===== src/rtl/uart_sched_pkg.sv =====
// Shared types and constants for the UART frame scheduler.
package uart_sched_pkg;

    typedef enum logic [1:0] {GUARD, IDLE, BYTE} state_t;

    localparam logic [3:0] HDR_NIBBLE = 4'hA;
    localparam int         BIDX_W     = 2;
    localparam int         SAMPLE_W   = 12;

endpackage


===== src/rtl/rr_arbiter.sv =====
// Combinational rotate-priority arbiter: searches from last+1, wrapping modulo N.
module rr_arbiter #(
    parameter int N  = 4,
    parameter int LW = 2
) (
    input  logic [N-1:0]  req,
    input  logic [LW-1:0] last,
    input  logic          en,
    output logic [N-1:0]  gnt
);

    int unsigned lst;
    logic        found;

    always_comb begin
        gnt   = '0;
        found = 1'b0;
        lst   = 32'(last);
        for (int unsigned i = 1; i <= N; i++) begin
            for (int unsigned k = 0; k < N; k++) begin
                if (en && !found && req[k] && (((lst + i) % N) == k)) begin
                    gnt[k] = 1'b1;
                    found  = 1'b1;
                end
            end
        end
    end

endmodule


===== src/rtl/uart_frame_scheduler.sv =====
// Round-robin scheduler framing 12-bit ADC samples as three paced UART bytes.
module uart_frame_scheduler
    import uart_sched_pkg::*;
#(
    parameter int N_CH         = 4,
    parameter int SEND_HOLD    = 8,
    parameter int FRAME_CYCLES = 34
) (
    input  logic                     clk,
    input  logic                     reset,
    input  logic [N_CH-1:0]          req,
    input  logic [SAMPLE_W*N_CH-1:0] sample,
    output logic [N_CH-1:0]          ack,
    output logic                     tx_send,
    output logic [7:0]               tx_data,
    output logic                     busy,
    output logic [3:0]               seq
);

    localparam int LW     = (N_CH > 1) ? $clog2(N_CH) : 1;
    localparam int SLOT_W = $clog2(FRAME_CYCLES);
    localparam logic [BIDX_W-1:0] LAST_BYTE = BIDX_W'(2);

    state_t                state, state_nx;
    logic [SLOT_W-1:0]     slot;
    logic [BIDX_W-1:0]     byte_idx;
    logic [SAMPLE_W-1:0]   samp_q, gsamp;
    logic [3:0]            ch_q, g;
    logic [LW-1:0]         last_q;
    logic [N_CH-1:0]       gnt;
    logic                  slot_end, gnt_any;

    assign slot_end = (slot == SLOT_W'(FRAME_CYCLES - 1));
    assign gnt_any  = |gnt;

    rr_arbiter #(.N(N_CH), .LW(LW)) u_arb (
        .req  (req),
        .last (last_q),
        .en   (state == IDLE),
        .gnt  (gnt)
    );

    always_comb begin
        g     = '0;
        gsamp = '0;
        for (int unsigned i = 0; i < N_CH; i++) begin
            if (gnt[i]) begin
                g     = 4'(i);
                gsamp = sample[i*SAMPLE_W +: SAMPLE_W];
            end
        end
    end

    always_ff @(posedge clk) begin
        if (reset) state <= GUARD;
        else       state <= state_nx;
    end

    always_comb begin
        state_nx = state;
        case (state)
            GUARD:   if (slot_end) state_nx = IDLE;
            IDLE:    if (gnt_any) state_nx = BYTE;
            BYTE:    if (slot_end && byte_idx == LAST_BYTE) state_nx = IDLE;
            default: state_nx = GUARD;
        endcase
    end

    // The guard wait reuses the slot counter so a frame cut off by reset can drain.
    always_ff @(posedge clk) begin
        if (reset) begin
            slot     <= '0;
            byte_idx <= '0;
            seq      <= '0;
            samp_q   <= '0;
            ch_q     <= '0;
            last_q   <= LW'(N_CH - 1);
        end else begin
            case (state)
                GUARD: slot <= slot_end ? '0 : slot + 1'b1;
                IDLE: begin
                    slot <= '0;
                    if (gnt_any) begin
                        samp_q   <= gsamp;
                        ch_q     <= g;
                        last_q   <= g[LW-1:0];
                        byte_idx <= '0;
                    end
                end
                BYTE: begin
                    if (slot_end) begin
                        slot <= '0;
                        if (byte_idx == LAST_BYTE) seq <= seq + 1'b1;
                        else                       byte_idx <= byte_idx + 1'b1;
                    end else begin
                        slot <= slot + 1'b1;
                    end
                end
                default: slot <= '0;
            endcase
        end
    end

    always_comb begin
        ack     = '0;
        busy    = (state == BYTE);
        tx_send = (state == BYTE) && (slot < SLOT_W'(SEND_HOLD));
        tx_data = 8'hFF;
        if (state == BYTE) begin
            case (byte_idx)
                BIDX_W'(0): tx_data = {HDR_NIBBLE, ch_q};
                BIDX_W'(1): tx_data = {seq, samp_q[11:8]};
                default:    tx_data = samp_q[7:0];
            endcase
        end
        // The ack pulse coincides with the first cycle of the header slot.
        for (int unsigned i = 0; i < N_CH; i++) begin
            ack[i] = (state == BYTE) && (byte_idx == '0) && (slot == '0) && (ch_q == 4'(i));
        end
    end

endmodule


===== config.mk =====
export PLATFORM = sky130hd
export DESIGN_NAME = uart_frame_scheduler
export DESIGN_NICKNAME = d
export VERILOG_FILES = /design/src/rtl/uart_sched_pkg.sv /design/src/rtl/rr_arbiter.sv /design/src/rtl/uart_frame_scheduler.sv
export SDC_FILE = /design/constraint.sdc
export NUM_CORES = 1
export LEC_CHECK = 0
export BUFFER_PORTS_ARGS = -buffer_cell sky130_fd_sc_hd__buf_4
export CORE_MARGIN = 2
export CORE_UTILIZATION = 45
export DETAILED_ROUTE_END_ITERATION = 8
export PLACE_DENSITY_LB_ADDON = 0.3
export SKIP_CTS_REPAIR_TIMING = 1
export SLEW_MARGIN = 20
export SYNTH_ARGS = -nofsm -noshare
export SYNTH_HDL_FRONTEND = slang
export SYNTH_HIERARCHICAL = 1
export SYNTH_SLANG_ARGS = --single-unit

===== constraint.sdc =====
create_clock -name clk -period 2.55 [get_ports clk]
set_input_delay 0.51 -clock clk [delete_from_list [all_inputs] [get_ports clk]]
set_output_delay 0.51 -clock clk [all_outputs]
set_load 0.1 [all_outputs]

==> results of run 1 <==
-- cell usage in the layout (no fill, tap or decap), types with 2 or more instances in the layout --
cell type / instances
buf_4: 78
a21oi_1: 35
inv_1: 29
dfxtp_1: 28
nand2_1: 18
nand3b_1: 15
nor2_1: 12
a22o_1: 12
a311oi_1: 8
a221oi_1: 7
o21ai_0: 7
ha_1: 7
clkbuf_8: 6
nand3_1: 5
nand2b_1: 4
o31ai_2: 4
nor3_1: 4
a211oi_1: 4
nor2_2: 3
nand4_1: 3
o31ai_1: 3
mux2i_1: 2
nor3b_4: 2
or4_1: 2
nor2b_1: 2
mux2_2: 2
o32ai_1: 2
xor2_1: 2
buf_6: 2
buf_12: 2
o2111a_1: 2
-- power groups by stage --
| stage | clock network (mW) | logic [mW] | registers, mW |
|---|---|---|---|
| after floorplan | 0 | 0.0272 | 0.487 |
| after detailed placement | 0 | 0.0987 | 0.488 |
| final | 0.401 | 0.0985 | 0.476 |
| after CTS | 0.405 | 0.0990 | 0.478 |
| after global routing | 0.440 | 0.109 | 0.477 |
| after global placement | 0 | 0.0953 | 0.488 |
-- Yosys cell counts, types with 2 or more instances --
cell type	number
ha_1	7
clkbuf_1	15
dfxtp_1	30
a311oi_1	8
buf_2	4
o2111a_1	2
inv_1	29
nand3_1	5
a221oi_1	7
o32ai_1	2
nor4b_1	2
xor2_1	2
mux2i_1	2
nand2_1	18
a22o_1	12
or3_1	2
mux2_2	2
nor2_1	15
nand3b_1	15
nor2b_1	2
a21oi_1	35
o21ai_0	7
a211oi_1	4
nor3b_2	2
nor3_1	5
nand2b_1	4
or4_1	2
nand4_1	3
o31ai_1	7
-- state kept, by name, summed over array words and instances, names as in the netlist --
signal	count
byte_idx	2
ch_q	2
last_q	2
samp_q	12
seq	4
slot	6
state	2
-- final timing paths --
kind                            startpoint        end  slack, ns  cells past startpoint
worst max-delay path               slot[4]     ack[2]     -0.003                      4
worst max register to register    state[0]  samp_q[3]       0.22                      7
worst min-delay path               slot[0]    slot[0]       0.48                      1
worst min register to register     slot[0]    slot[0]       0.48                      1
-- cells by family (layout without fill, tap and decap cells) --
kind of cell / Yosys count / after routing / synth area share
DFF: 30 / 30 / 0.295
buffers and inverters: 49 / 119 / 0.0927
and+or+nand+nor: 81 / 81 / 0.232
AOI/OAI and AO/OA: 90 / 90 / 0.303
muxes: 4 / 4 / 0.0209
xor gates and xnor gates: 3 / 3 / 0.0129
adders and majority gates: 7 / 7 / 0.0430
-- worst reg2reg max path, cell delays in order (launching register included) --
cell and delay (ns):
dfxtp_1 0.44, or2b_1 0.27, inv_1 0.15, nand3_1 0.10, nor2_1 0.36, or4_1 0.39, nand2_1 0.20, a221oi_1 0.32
-- metrics by stage --
stage / instance area (µm²) / hold slack (ns)
floorplan: 2100 / 0.445
global placement: 2690 / 0.464
detailed placement: 2690 / 0.474
CTS: 2790 / 0.488
global route: 2840 / 0.495
finish: 2840 / 0.481
-- per-layer routing --
layer | track usage | part of all wire | vias up
li1 | - | - | 1105
met1 | 0.288 | 0.44 | 1005
met2 | 0.358 | 0.48 | 86
met3 | 0.0436 | 0.072 | 8
met4 | 0.0629 | 0.013 | 0
met5 | 0 | 0 | -
-- layout make-up --
type | instances | area [µm²] | share of cell area
multi-input cells | 185 | 1320 | 0.463
repair buffers | 82 | 648 | 0.228
flip-flops and latches | 30 | 606 | 0.213
well taps | 52 | 65.1 | 0.0229
clock buffers | 6 | 82.6 | 0.0291
clock inverters | 2 | 12.5 | 0.00441
inverters | 29 | 109 | 0.0384
==> summary.md, run 1 <==
| Metric | Value |
|---|---|
| Antenna violations before repair | `0` |
| Clock power share | `0.411` |
| Cell at the slowest stage of the critical path | `or4b_4` |
| Pre-Repair DR Iteration Count | `4` |
| Number of instances in the placed design | `377` |
| TritonCTS clock tree | `yes` |
| Floorplan Core Area | `4350 µm²` |
| Static power due to leakage | `1.18 nW` |
| Post-synth ARST share | `0` |
| Total number of vias | `2204` |
| Cts bufs inserted | `5` |
| Largest fanout on the critical path | `4` |
| Clk Tree Root Cell | `clkbuf_8` |
| Number of distinct library cells after synthesis | `43` |
| Share of the yosys chip area belonging to registers | `0.295` |
| Fill cell total of the finished layout | `398` |
| Number of register bits inferred by synthesis | `30` |
| Number of enable-type register cells in the synthesized netlist | `0` |
| Combinational cell fraction of total power | `0.101` |
| Final setup margin | `-0.00339 ns` |
| Wire length of the first global-routing pass | `8.96 mm` |
| Routed wire length per instance | `13.8 µm` |
| Total power | `976 µW` |
| Unrepaired setup endpoints after global routing | `yes` |
| Proportion of layout cells with a drive suffix above 1 | `0.326` |
| Worst Tran Pin Value | `0.758 ns` |
| Data required time at the worst endpoint | `2.04 ns` |
| Number of synthesis warnings | `6` |
| Number of placement rows | `24` |
| Finished Core Util | `0.652` |
| Critical setup path kind | `reg2out` |
| Synthesized instance count | `264` |
| Path type of the worst min-delay path | `reg2reg` |
| Violations in the final reports | `negative setup slack` |
| DR vias/cell | `5.71` |
| Setup crit start kind | `register` |
| Gate family responsible for the most delay along the worst path | `simple AND/OR/NAND/NOR gates` |
| Endpoint class of the critical path | `primary output` |
| Cell type with the largest total area after synthesis | `dfxtp_1` |
| Count of antenna-violating nets left after detailed routing | `0` |
| Die footprint | `5080 µm²` |
| Internal portion of total power | `751 µW` |
| Worst max-slew margin expressed relative to the limit | `0.487` |
| Arrival @ worst endpoint | `2.04 ns` |
| Clock latency on the worst-skew pair | `0.29 ns` |
| Number of nets in the finished design | `394` |
| PD cells | `344 nW/µm²` |
| Fin cells | `386` |
| Maximum number of pins on one net before global-route repair | `31` |
| Global routing usage summed across all routing layers | `0.217` |
| Max clock buf depth | `2` |
| Share of Yosys cell area claimed by the top area cell type | `0.295` |
| H-tree levels | `2` |
| Number of global-route vias before repair | `1988` |
| Summed negative setup slack over all endpoints | `-0.00339 ns` |
| Sequential power share | `0.488` |
| Fraction of power spent switching nets | `0.230` |
| CP peak stage delay | `0.54 ns` |
| Final min period | `2.55 ns` |
| Number of setup violations in the final report | `1` |
| Number of I/O port buffers | `71` |
| Switching power of the nets | `225 µW` |
| RePlAce Congestion | `0.852` |
| Netlist area before placement | `2040 µm²` |
| Starting density of the core | `0.468` |
| Outcome | `finished with violations` |
| Highest clock rate | `392 MHz` |
| Ant. Diodes | `0` |
| VDD IR-drop max | `0.193 mV` |
| Post-route DRC | `0` |
| DP HPWL | `4.13 mm` |
| Post-Synthesis Mean Instance Area | `7.72 µm²` |
| Clock Pin Slew Worst Setup and Hold Paths | `0.07 ns` |
| Count of pins on the block boundary | `72` |
| Final WL | `5.35 mm` |
| Top flip-flop cell by instance count after synthesis | `dfxtp_1` |
| Starting DRT DRC Count | `154` |
| Critical path cell sequence | `or4b_4 > or3_4 > nor3b_4 > buf_12` |
| Area Growth Syn to Fin | `39.3%` |
| Die Y | `71.3 µm` |
| Number of sinks handled by clock tree synthesis | `30` |
| Post-place setup slack | `0.219 ns` |
| Post-Syn Nets | `325` |
| Overflow left after global routing | `0` |
| Max-capacitance violation count | `0` |
| Cell types with the largest area share after synthesis | `dfxtp_1 (29%), a21oi_1 (8.6%), nand3b_1 (5.5%)` |
| Hold violation count in the final report | `0` |
| Post-Route Skew | `0.00626 ns` |
| Critical path buffers and inverters | `1` |
| Final period utilization | `1.00` |
| Final slew viol count | `0` |
| Chip Width | `71.3 µm` |
No activity file was read; power rests on OpenSTA's default activity.
==> inputs of run 2 (changes only) <==
--- a/config.mk
+++ b/config.mk
@@ -5,6 +5,7 @@
 export SDC_FILE = /design/constraint.sdc
 export NUM_CORES = 1
 export LEC_CHECK = 0
+export ABC_AREA = 1
 export BUFFER_PORTS_ARGS = -buffer_cell sky130_fd_sc_hd__buf_4
 export CORE_MARGIN = 2
 export CORE_UTILIZATION = 45
==> run 2 against run 1 <==
The flow now finishes without violations; sequential share of layout area decreased by 1.5 points; maximum frequency increased by 4.7%; largest power group unchanged; clock-buffer cell count increased by 1; core utilization decreased by 0.32 points; final cell count increased by 23%; combinational power decreased by 11%; worst hold slack got worse by 0.012 ns; worst setup slack improved by 0.11 ns; total power decreased by 2.1%; cell area increased by 7.2%; clock power decreased by 2%; register-to-register slack got worse by 0.11 ns.
==> summary.md, run 2 <==
| Metric | Value |
|---|---|
| Outcome | `completed (was finished with violations)` |
| Fin cells | `475 (was 386)` |
| Share of the yosys chip area belonging to registers | `0.275 (was 0.295)` |
| VDD IR-drop max | `0.334 mV (was 0.193 mV)` |
| Cell count along the critical path | `20 (was 4)` |
| Most common library cell in the layout ignoring fill and taps | `nand2_1 (was buf_4)` |
| Overflow left after global routing | `0 (unchanged)` |
| DP HPWL | `4.64 mm (was 4.13 mm)` |
| Combinational cell fraction of total power | `0.092 (was 0.101)` |
| Final slew viol count | `0 (unchanged)` |
| Post-Syn Nets | `401 (was 325)` |
| Global routing usage summed across all routing layers | `0.228 (was 0.217)` |
| Registers with the most flip-flops | `samp_q: 12 flops, slot: 6 flops, seq: 4 flops (unchanged)` |
| Wire length of the first global-routing pass | `9.81 mm (was 8.96 mm)` |
| Number of distinct library cells after synthesis | `33 (was 43)` |
| RePlAce Congestion | `0.836 (was 0.852)` |
| Cts bufs inserted | `5 (unchanged)` |
| Worst Setup EP | `samp_q[1] (was ack[2])` |
| R2r startpoint | `state[0] (unchanged)` |
| Clock Pin Slew Worst Setup and Hold Paths | `0.06 ns (was 0.07 ns)` |
| Number of instances in the placed design | `465 (was 377)` |
| Worst Reg2Reg Path Length in Cells | `20 (was 7)` |
| DR vias/cell | `5.31 (was 5.71)` |
| Data required time at the worst endpoint | `2.72 ns (was 2.04 ns)` |
| Number of placement rows | `25 (was 24)` |
| Number of nets in the finished design | `481 (was 394)` |
| Gate family responsible for the most delay along the worst path | `simple AND/OR/NAND/NOR gates (unchanged)` |
| Unrepaired setup endpoints after global routing | `yes (unchanged)` |
| Cell types with the largest area share after synthesis | `dfxtp_1 (27%), nand2_1 (15%), nand3_1 (9.2%) (was dfxtp_1 (29%), a21oi_1 (8.6%), nand3b_1 (5.5%))` |
| TritonCTS clock tree | `yes (unchanged)` |
| Number of I/O port buffers | `71 (unchanged)` |
| PD cells | `314 nW/µm² (was 344 nW/µm²)` |
| Ant. Diodes | `0 (unchanged)` |
| CP peak stage delay | `0.31 ns (was 0.54 ns)` |
| Static power due to leakage | `1.41 nW (was 1.18 nW)` |
| Largest Register | `samp_q (unchanged)` |
| Post-Synthesis Mean Instance Area | `6.43 µm² (was 7.72 µm²)` |
| Critical setup path kind | `reg2reg (was reg2out)` |
| Commonest cells after routing, fill and taps aside | `nand2_1 (84), buf_4 (79), nand3_1 (40), a21oi_1 (33), dfxtp_1 (28) (was buf_4 (78), a21oi_1 (35), inv_1 (29), dfxtp_1 (28), nand2_1 (18))` |
| Pre-Repair DR Iteration Count | `5 (was 4)` |
| FF-to-FF End | `samp_q[1] (was samp_q[3])` |
| Total number of vias | `2520 (was 2204)` |
| Die Y | `73.7 µm (was 71.3 µm)` |
| Sequential power share | `0.499 (was 0.488)` |
| Top flip-flop cell by instance count after synthesis | `dfxtp_1 (unchanged)` |
| Post-place instance area | `2830 µm² (was 2690 µm²)` |
| Critical path cell sequence | `inv_2 > nor2_1 > buf_4 > nand2_2 > inv_1 > nand2_2 > nand3_4 > nor2_4 > nand4_4 > nor2_4 > nand4_4 > nor2_4 > nand2_2 > o21bai_4 > nor2_2 > nand3_4 > nand2_4 > buf_8 > a21oi_1 > a21oi_1 (was or4b_4 > or3_4 > nor3b_4 > buf_12)` |
| Max clock buf depth | `2 (unchanged)` |
| Number of sinks handled by clock tree synthesis | `30 (unchanged)` |
| Number of synthesis warnings | `6 (unchanged)` |
| Clock latency on the worst-skew pair | `0.28 ns (was 0.29 ns)` |
| Final min period | `2.44 ns (was 2.55 ns)` |
| Largest fanout on the critical path | `12 (was 4)` |
| Starting DRT DRC Count | `147 (was 154)` |
| Hold violation count in the final report | `0 (unchanged)` |
| Post-route DRC | `0 (unchanged)` |
| Number of setup violations in the final report | `0 (was 1)` |
| Worst max-slew margin expressed relative to the limit | `0.694 (was 0.487)` |
| Cell with the most instances after synthesis | `nand2_1 (was a21oi_1)` |
| Switching power of the nets | `207 µW (was 225 µW)` |
| Cell at the slowest stage of the critical path | `dfxtp_1 (was or4b_4)` |
| Floorplan Core Area | `4690 µm² (was 4350 µm²)` |
| Number of global-route vias before repair | `2300 (was 1988)` |
| Clock power share | `0.409 (was 0.411)` |
| Die footprint | `5430 µm² (was 5080 µm²)` |
| Fill cell total of the finished layout | `430 (was 398)` |
| Cell type with the largest total area after synthesis | `dfxtp_1 (unchanged)` |
| Highest clock rate | `410 MHz (was 392 MHz)` |
| Post-synth ARST share | `0 (unchanged)` |
| Fraction of power spent switching nets | `0.217 (was 0.230)` |
| Endpoint class of the critical path | `register (was primary output)` |
| Max FFs per register | `12 (unchanged)` |
| Maximum number of pins on one net before global-route repair | `17 (was 31)` |
| Count of pins on the block boundary | `72 (unchanged)` |
| Count of antenna-violating nets left after detailed routing | `0 (unchanged)` |
| H-tree levels | `2 (unchanged)` |
| Setup crit start kind | `register (unchanged)` |
| Internal portion of total power | `749 µW (was 751 µW)` |
| Antenna violations before repair | `0 (unchanged)` |
| Chip Width | `73.7 µm (was 71.3 µm)` |
| Worst Tran Pin Value | `0.457 ns (was 0.758 ns)` |
| Path type of the worst min-delay path | `in2reg (was reg2reg)` |
| Number of register bits inferred by synthesis | `30 (unchanged)` |
| Proportion of layout cells with a drive suffix above 1 | `0.323 (was 0.326)` |
| Critical path buffers and inverters | `4 (was 1)` |
| Final period utilization | `0.957 (was 1.00)` |
| Final WL | `6.02 mm (was 5.35 mm)` |
| Area Growth Syn to Fin | `39.3% (about the same)` |
| Routed wire length per instance | `12.7 µm (was 13.8 µm)` |
| Top post-synthesis cells by count | `nand2_1 (90), nand3_1 (40), a21oi_1 (37), dfxtp_1 (30), inv_1 (27) (was a21oi_1 (35), dfxtp_1 (30), inv_1 (29), nand2_1 (18))` |
| Arrival @ worst endpoint | `2.61 ns (was 2.04 ns)` |
| Number of enable-type register cells in the synthesized netlist | `0 (unchanged)` |
| Share of Yosys cell area claimed by the top area cell type | `0.275 (was 0.295)` |
| Cell area after layout | `3040 µm² (was 2840 µm²)` |
| Clk Tree Root Cell | `clkbuf_8 (unchanged)` |
| Starting density of the core | `0.466 (was 0.468)` |
| Setup slack, reg-to-reg | `0.11 ns (was 0.22 ns)` |
| Netlist area before placement | `2180 µm² (was 2040 µm²)` |
| Synthesized instance count | `340 (was 264)` |
| Finished Core Util | `0.649 (was 0.652)` |
| Max-capacitance violation count | `0 (unchanged)` |
| Post-Route Skew | `0.00300 ns (was 0.00626 ns)` |
| Launching element of the worst setup path | `state[0] (was slot[4])` |
## run 2: cell families after synthesis
family / count (synthesis) / share of synthesized area
AO/OA/AOI/OAI: 64 / 0.167
XOR/XNOR: 2 / 0.00802
adder cells (fa/ha/maj): 7 / 0.0401
AND/OR/NAND/NOR: 187 / 0.414
buffers and inverters: 50 / 0.0962
flip-flops: 30 / 0.275
## run 2: final cells by class
cell class	instances	area, µm²	area share
Timing Repair Buffer	85	673	0.221
Inverter	38	150	0.0493
Multi-Input combinational cell	260	1460	0.479
Clock inverter	1	5.00	0.00164
Tap cell	54	67.6	0.0222
Sequential cell	30	603	0.198
Clock buffer	7	86.3	0.0284
## run 2: power by group through the flow
stage	sequential [mW]	combinational, mW	clock, mW
after floorplan	0.486	0.0183	0
after global placement	0.487	0.0853	0
after detailed placement	0.487	0.0866	0
after CTS	0.477	0.0869	0.395
after global routing	0.477	0.0979	0.412
final	0.477	0.0875	0.391
## run 2: how the worst min path moves through the flow
stage               startpoint  endpoint  slack (ns)  cells after the start
finish                   reset  state[1]        0.47                      2
CTS                      reset  state[0]        0.47                      2
floorplan              slot[0]   slot[0]        0.44                      1
detailed placement     slot[0]   slot[0]        0.48                      1
global placement       slot[0]   slot[0]        0.47                      1
global route             reset  state[0]        0.47                      2
## run 2: metal layers
metal | global-route usage | part of all wire | up-vias
li1 | - | - | 1295
met1 | 0.291 | 0.44 | 1132
met2 | 0.390 | 0.49 | 80
met3 | 0.0453 | 0.052 | 13
met4 | 0.0646 | 0.017 | 0
met5 | 0 | 0 | -
## run 2: stage by stage
step	setup TNS, ns	hold slack [ns]	power, mW	worst slack (ns)
2_1_floorplan	-0.998	0.445	0.505	-0.359
3_3_place_gp	-1.14	0.470	0.573	-0.103
3_5_place_dp	-2.24	0.475	0.574	-0.214
4_1_cts	-1.35	0.467	0.959	-0.138
5_1_grt	-0.00366	0.474	0.988	-0.00257
6_report	0	0.469	0.955	0.110
==> inputs of run 3 (changes only) <==
--- a/config.mk
+++ b/config.mk
@@ -11,9 +11,9 @@
 export CORE_UTILIZATION = 45
 export DETAILED_ROUTE_END_ITERATION = 8
 export PLACE_DENSITY_LB_ADDON = 0.3
+export REMOVE_ABC_BUFFERS = 1
 export SKIP_CTS_REPAIR_TIMING = 1
 export SLEW_MARGIN = 20
 export SYNTH_ARGS = -nofsm -noshare
 export SYNTH_HDL_FRONTEND = slang
-export SYNTH_HIERARCHICAL = 1
 export SYNTH_SLANG_ARGS = --single-unit
==> run 3 against run 2 <==
Flip-flop and latch count unchanged; combinational power up 0.5%; die area up 1.8%; cell area decreased by 0.16%; clock-buffer cell count decreased by 2; worst setup slack improved by 0.071 ns; wire length decreased by 4.4%; register-to-register slack better by 0.09 ns; worst hold slack lost 0.043 ns; critical path type is now reg2out.
==> summary.md, run 3 <==
| Metric | Value |
|---|---|
| H-tree levels | `2 (unchanged)` |
| Overflow left after global routing | `0 (unchanged)` |
| Chip Width | `74.4 µm (was 73.7 µm)` |
| Area Growth Syn to Fin | `36.4% (was 39.3%)` |
| Count of pins on the block boundary | `72 (unchanged)` |
| Cell type with the largest total area after synthesis | `dfxtp_1 (unchanged)` |
| Worst Tran Pin Value | `0.554 ns (was 0.457 ns)` |
| Proportion of layout cells with a drive suffix above 1 | `0.276 (was 0.323)` |
| Total number of vias | `2473 (was 2520)` |
| Die Y | `74.4 µm (was 73.7 µm)` |
| DP HPWL | `4.38 mm (was 4.64 mm)` |
| Count of antenna-violating nets left after detailed routing | `0 (unchanged)` |
| Number of register bits inferred by synthesis | `30 (unchanged)` |
| Largest fanout on the critical path | `9 (was 12)` |
| Number of enable-type register cells in the synthesized netlist | `0 (unchanged)` |
| Commonest cells after routing, fill and taps aside | `nand2_1 (95), buf_4 (85), nor2_1 (52), nand3_1 (38), inv_1 (33) (was nand2_1 (84), buf_4 (79), nand3_1 (40), a21oi_1 (33), dfxtp_1 (28))` |
| Post-synth ARST share | `0 (unchanged)` |
| Top flip-flop cell by instance count after synthesis | `dfxtp_1 (unchanged)` |
| TritonCTS clock tree | `yes (unchanged)` |
| Fill cell total of the finished layout | `483 (was 430)` |
| Fin cells | `501 (was 475)` |
| Total power | `1.03 mW (was 955 µW)` |
| Arrival @ worst endpoint | `1.86 ns (was 2.61 ns)` |
| Top post-synthesis cells by count | `nand2_1 (95), nor2_1 (52), nand3_1 (39), inv_1 (33), dfxtp_1 (30) (was nand2_1 (90), nand3_1 (40), a21oi_1 (37), dfxtp_1 (30), inv_1 (27))` |
| Final min period | `2.37 ns (was 2.44 ns)` |
| Floorplan Core Area | `4750 µm² (was 4690 µm²)` |
| Number of nets in the finished design | `494 (was 481)` |
| DR vias/cell | `4.94 (was 5.31)` |
| Die footprint | `5530 µm² (was 5430 µm²)` |
| Starting DRT DRC Count | `99 (was 147)` |
| Number of instances in the placed design | `486 (was 465)` |
| Antenna violations before repair | `0 (unchanged)` |
| Post-Route Skew | `0.00522 ns (was 0.00300 ns)` |
| Final period utilization | `0.929 (was 0.957)` |
| Number of sinks handled by clock tree synthesis | `30 (unchanged)` |
| Clk Tree Root Cell | `clkbuf_8 (unchanged)` |
| Max-capacitance violation count | `0 (unchanged)` |
| Most common library cell in the layout ignoring fill and taps | `nand2_1 (unchanged)` |
| Cts bufs inserted | `5 (unchanged)` |
| Number of I/O port buffers | `71 (unchanged)` |
| Clock Pin Slew Worst Setup and Hold Paths | `0.06 ns (about the same)` |
| VDD IR-drop max | `0.211 mV (was 0.334 mV)` |
| Highest clock rate | `422 MHz (was 410 MHz)` |
| Wire length of the first global-routing pass | `9.29 mm (was 9.81 mm)` |
| RePlAce Congestion | `0.919 (was 0.836)` |
| Hold violation count in the final report | `0 (unchanged)` |
| Path type of the worst min-delay path | `in2reg (unchanged)` |
| Critical setup path kind | `reg2out (was reg2reg)` |
| Netlist area before placement | `2230 µm² (was 2180 µm²)` |
| Largest Register | `samp_q (unchanged)` |
| Max clock buf depth | `2 (unchanged)` |
| Unrepaired setup endpoints after global routing | `no (was yes)` |
| Maximum number of pins on one net before global-route repair | `19 (was 17)` |
| Number of setup violations in the final report | `0 (unchanged)` |
| Ant. Diodes | `0 (unchanged)` |
| Synthesized instance count | `349 (was 340)` |
| Post-route DRC | `0 (unchanged)` |
| Outcome | `completed (unchanged)` |
| Starting density of the core | `0.468 (was 0.466)` |
| Max FFs per register | `12 (unchanged)` |
| Share of Yosys cell area claimed by the top area cell type | `0.270 (was 0.275)` |
| Final slew viol count | `0 (unchanged)` |
| Clock latency on the worst-skew pair | `0.28 ns (about the same)` |
| Registers with the most flip-flops | `samp_q: 12 flops, slot: 6 flops, seq: 4 flops (unchanged)` |
| Worst max-slew margin expressed relative to the limit | `0.628 (was 0.694)` |
| Cell with the most instances after synthesis | `nand2_1 (unchanged)` |
| Post-Synthesis Mean Instance Area | `6.38 µm² (was 6.43 µm²)` |
| Number of global-route vias before repair | `2250 (was 2300)` |
| Final WL | `5.75 mm (was 6.02 mm)` |
| Setup crit start kind | `register (unchanged)` |
| Data required time at the worst endpoint | `2.04 ns (was 2.72 ns)` |
| Number of distinct library cells after synthesis | `35 (was 33)` |
| Static power due to leakage | `1.48 nW (was 1.41 nW)` |
| Global routing usage summed across all routing layers | `0.210 (was 0.228)` |
| Number of synthesis warnings | `0 (was 6)` |
| PD cells | `338 nW/µm² (was 314 nW/µm²)` |
| Endpoint class of the critical path | `primary output (was register)` |
| Cell types with the largest area share after synthesis | `dfxtp_1 (27%), nand2_1 (16%), nand3_1 (8.8%) (was dfxtp_1 (27%), nand2_1 (15%), nand3_1 (9.2%))` |
| Number of placement rows | `25 (unchanged)` |
| Routed wire length per instance | `11.5 µm (was 12.7 µm)` |
| Share of the yosys chip area belonging to registers | `0.270 (was 0.275)` |
| Pre-Repair DR Iteration Count | `4 (was 5)` |
## run 3: changes by cell type in the layout (fill, tap and decap cells not counted), moves of 7 or more
cell and delta:
nor2_1 +27, a21oi_1 -25, nand3b_1 +13, nand2_1 +11
o21ai_1 -9, inv_2 -8, inv_1 +7
## run 3: layout make-up
| type | count | area (µm²) | share of cell area |
|---|---|---|---|
| clock buffers | 5 | 68.8 | 0.0227 |
| clock inverters | 3 | 40.0 | 0.0132 |
| inverters | 36 | 138 | 0.0453 |
| multi-input cells | 272 | 1430 | 0.472 |
| flip-flops and latches | 30 | 602 | 0.198 |
| well taps | 67 | 83.8 | 0.0276 |
| repair buffers | 88 | 672 | 0.221 |
## run 3: metal layers
layer	wire, µm	share of wire	GRT usage
met1	2430	0.42	0.243
met4	49	0.0085	0.0437
met2	2940	0.51	0.394
met3	329	0.057	0.0488
met5	0	0	0
## run 3: worst paths after layout
path	slack, ns	cells after the start	endpoint	startpoint
setup / recovery	0.18	6	tx_data[6]	byte_idx[1]
hold / removal	0.43	2	ch_q[0]	reset
setup reg to reg	0.20	16	samp_q[0]	state[0]
hold reg to reg	0.49	1	slot[0]	slot[0]
## run 3: where the power goes
group	leakage, nW	internal, mW	switching, mW
Combinational	1.18	0.0589	0.0289
Sequential	0.243	0.473	0.00460
Clock	0.0579	0.287	0.175
Total	1.48	0.819	0.208
## run 3: cell families after synthesis
kind of cell / share of synthesized area
buffers and inverters: 0.0983
DFF: 0.270
xor gates and xnor gates: 0.0118
and+or+nand+nor: 0.517
adders and majority gates: 0.0393
AOI/OAI and AO/OA: 0.0635
## run 3: per-stage QoR
stage | utilization | worst slack [ns] | area [µm²] | setup TNS (ns) | hold WS, ns
floorplan | - | -2.38 | 2140 | -20.94 | 0.445
global placement | 0.598 | 0.175 | 2840 | 0 | 0.469
detailed placement | 0.598 | 0.112 | 2840 | 0 | 0.474
CTS | 0.621 | 0.133 | 2950 | 0 | 0.421
global route | 0.639 | 0.000917 | 3040 | 0 | 0.419
finish | 0.639 | 0.181 | 3040 | 0 | 0.426
## run 3: worst max-delay path, stage by stage (launching register included)
cell and delay, ns:
dfxtp_1 0.32, inv_1 0.10, ha_1 0.36, nor2_1 0.09, buf_4 0.17, a221o_1 0.31, buf_4 0.24
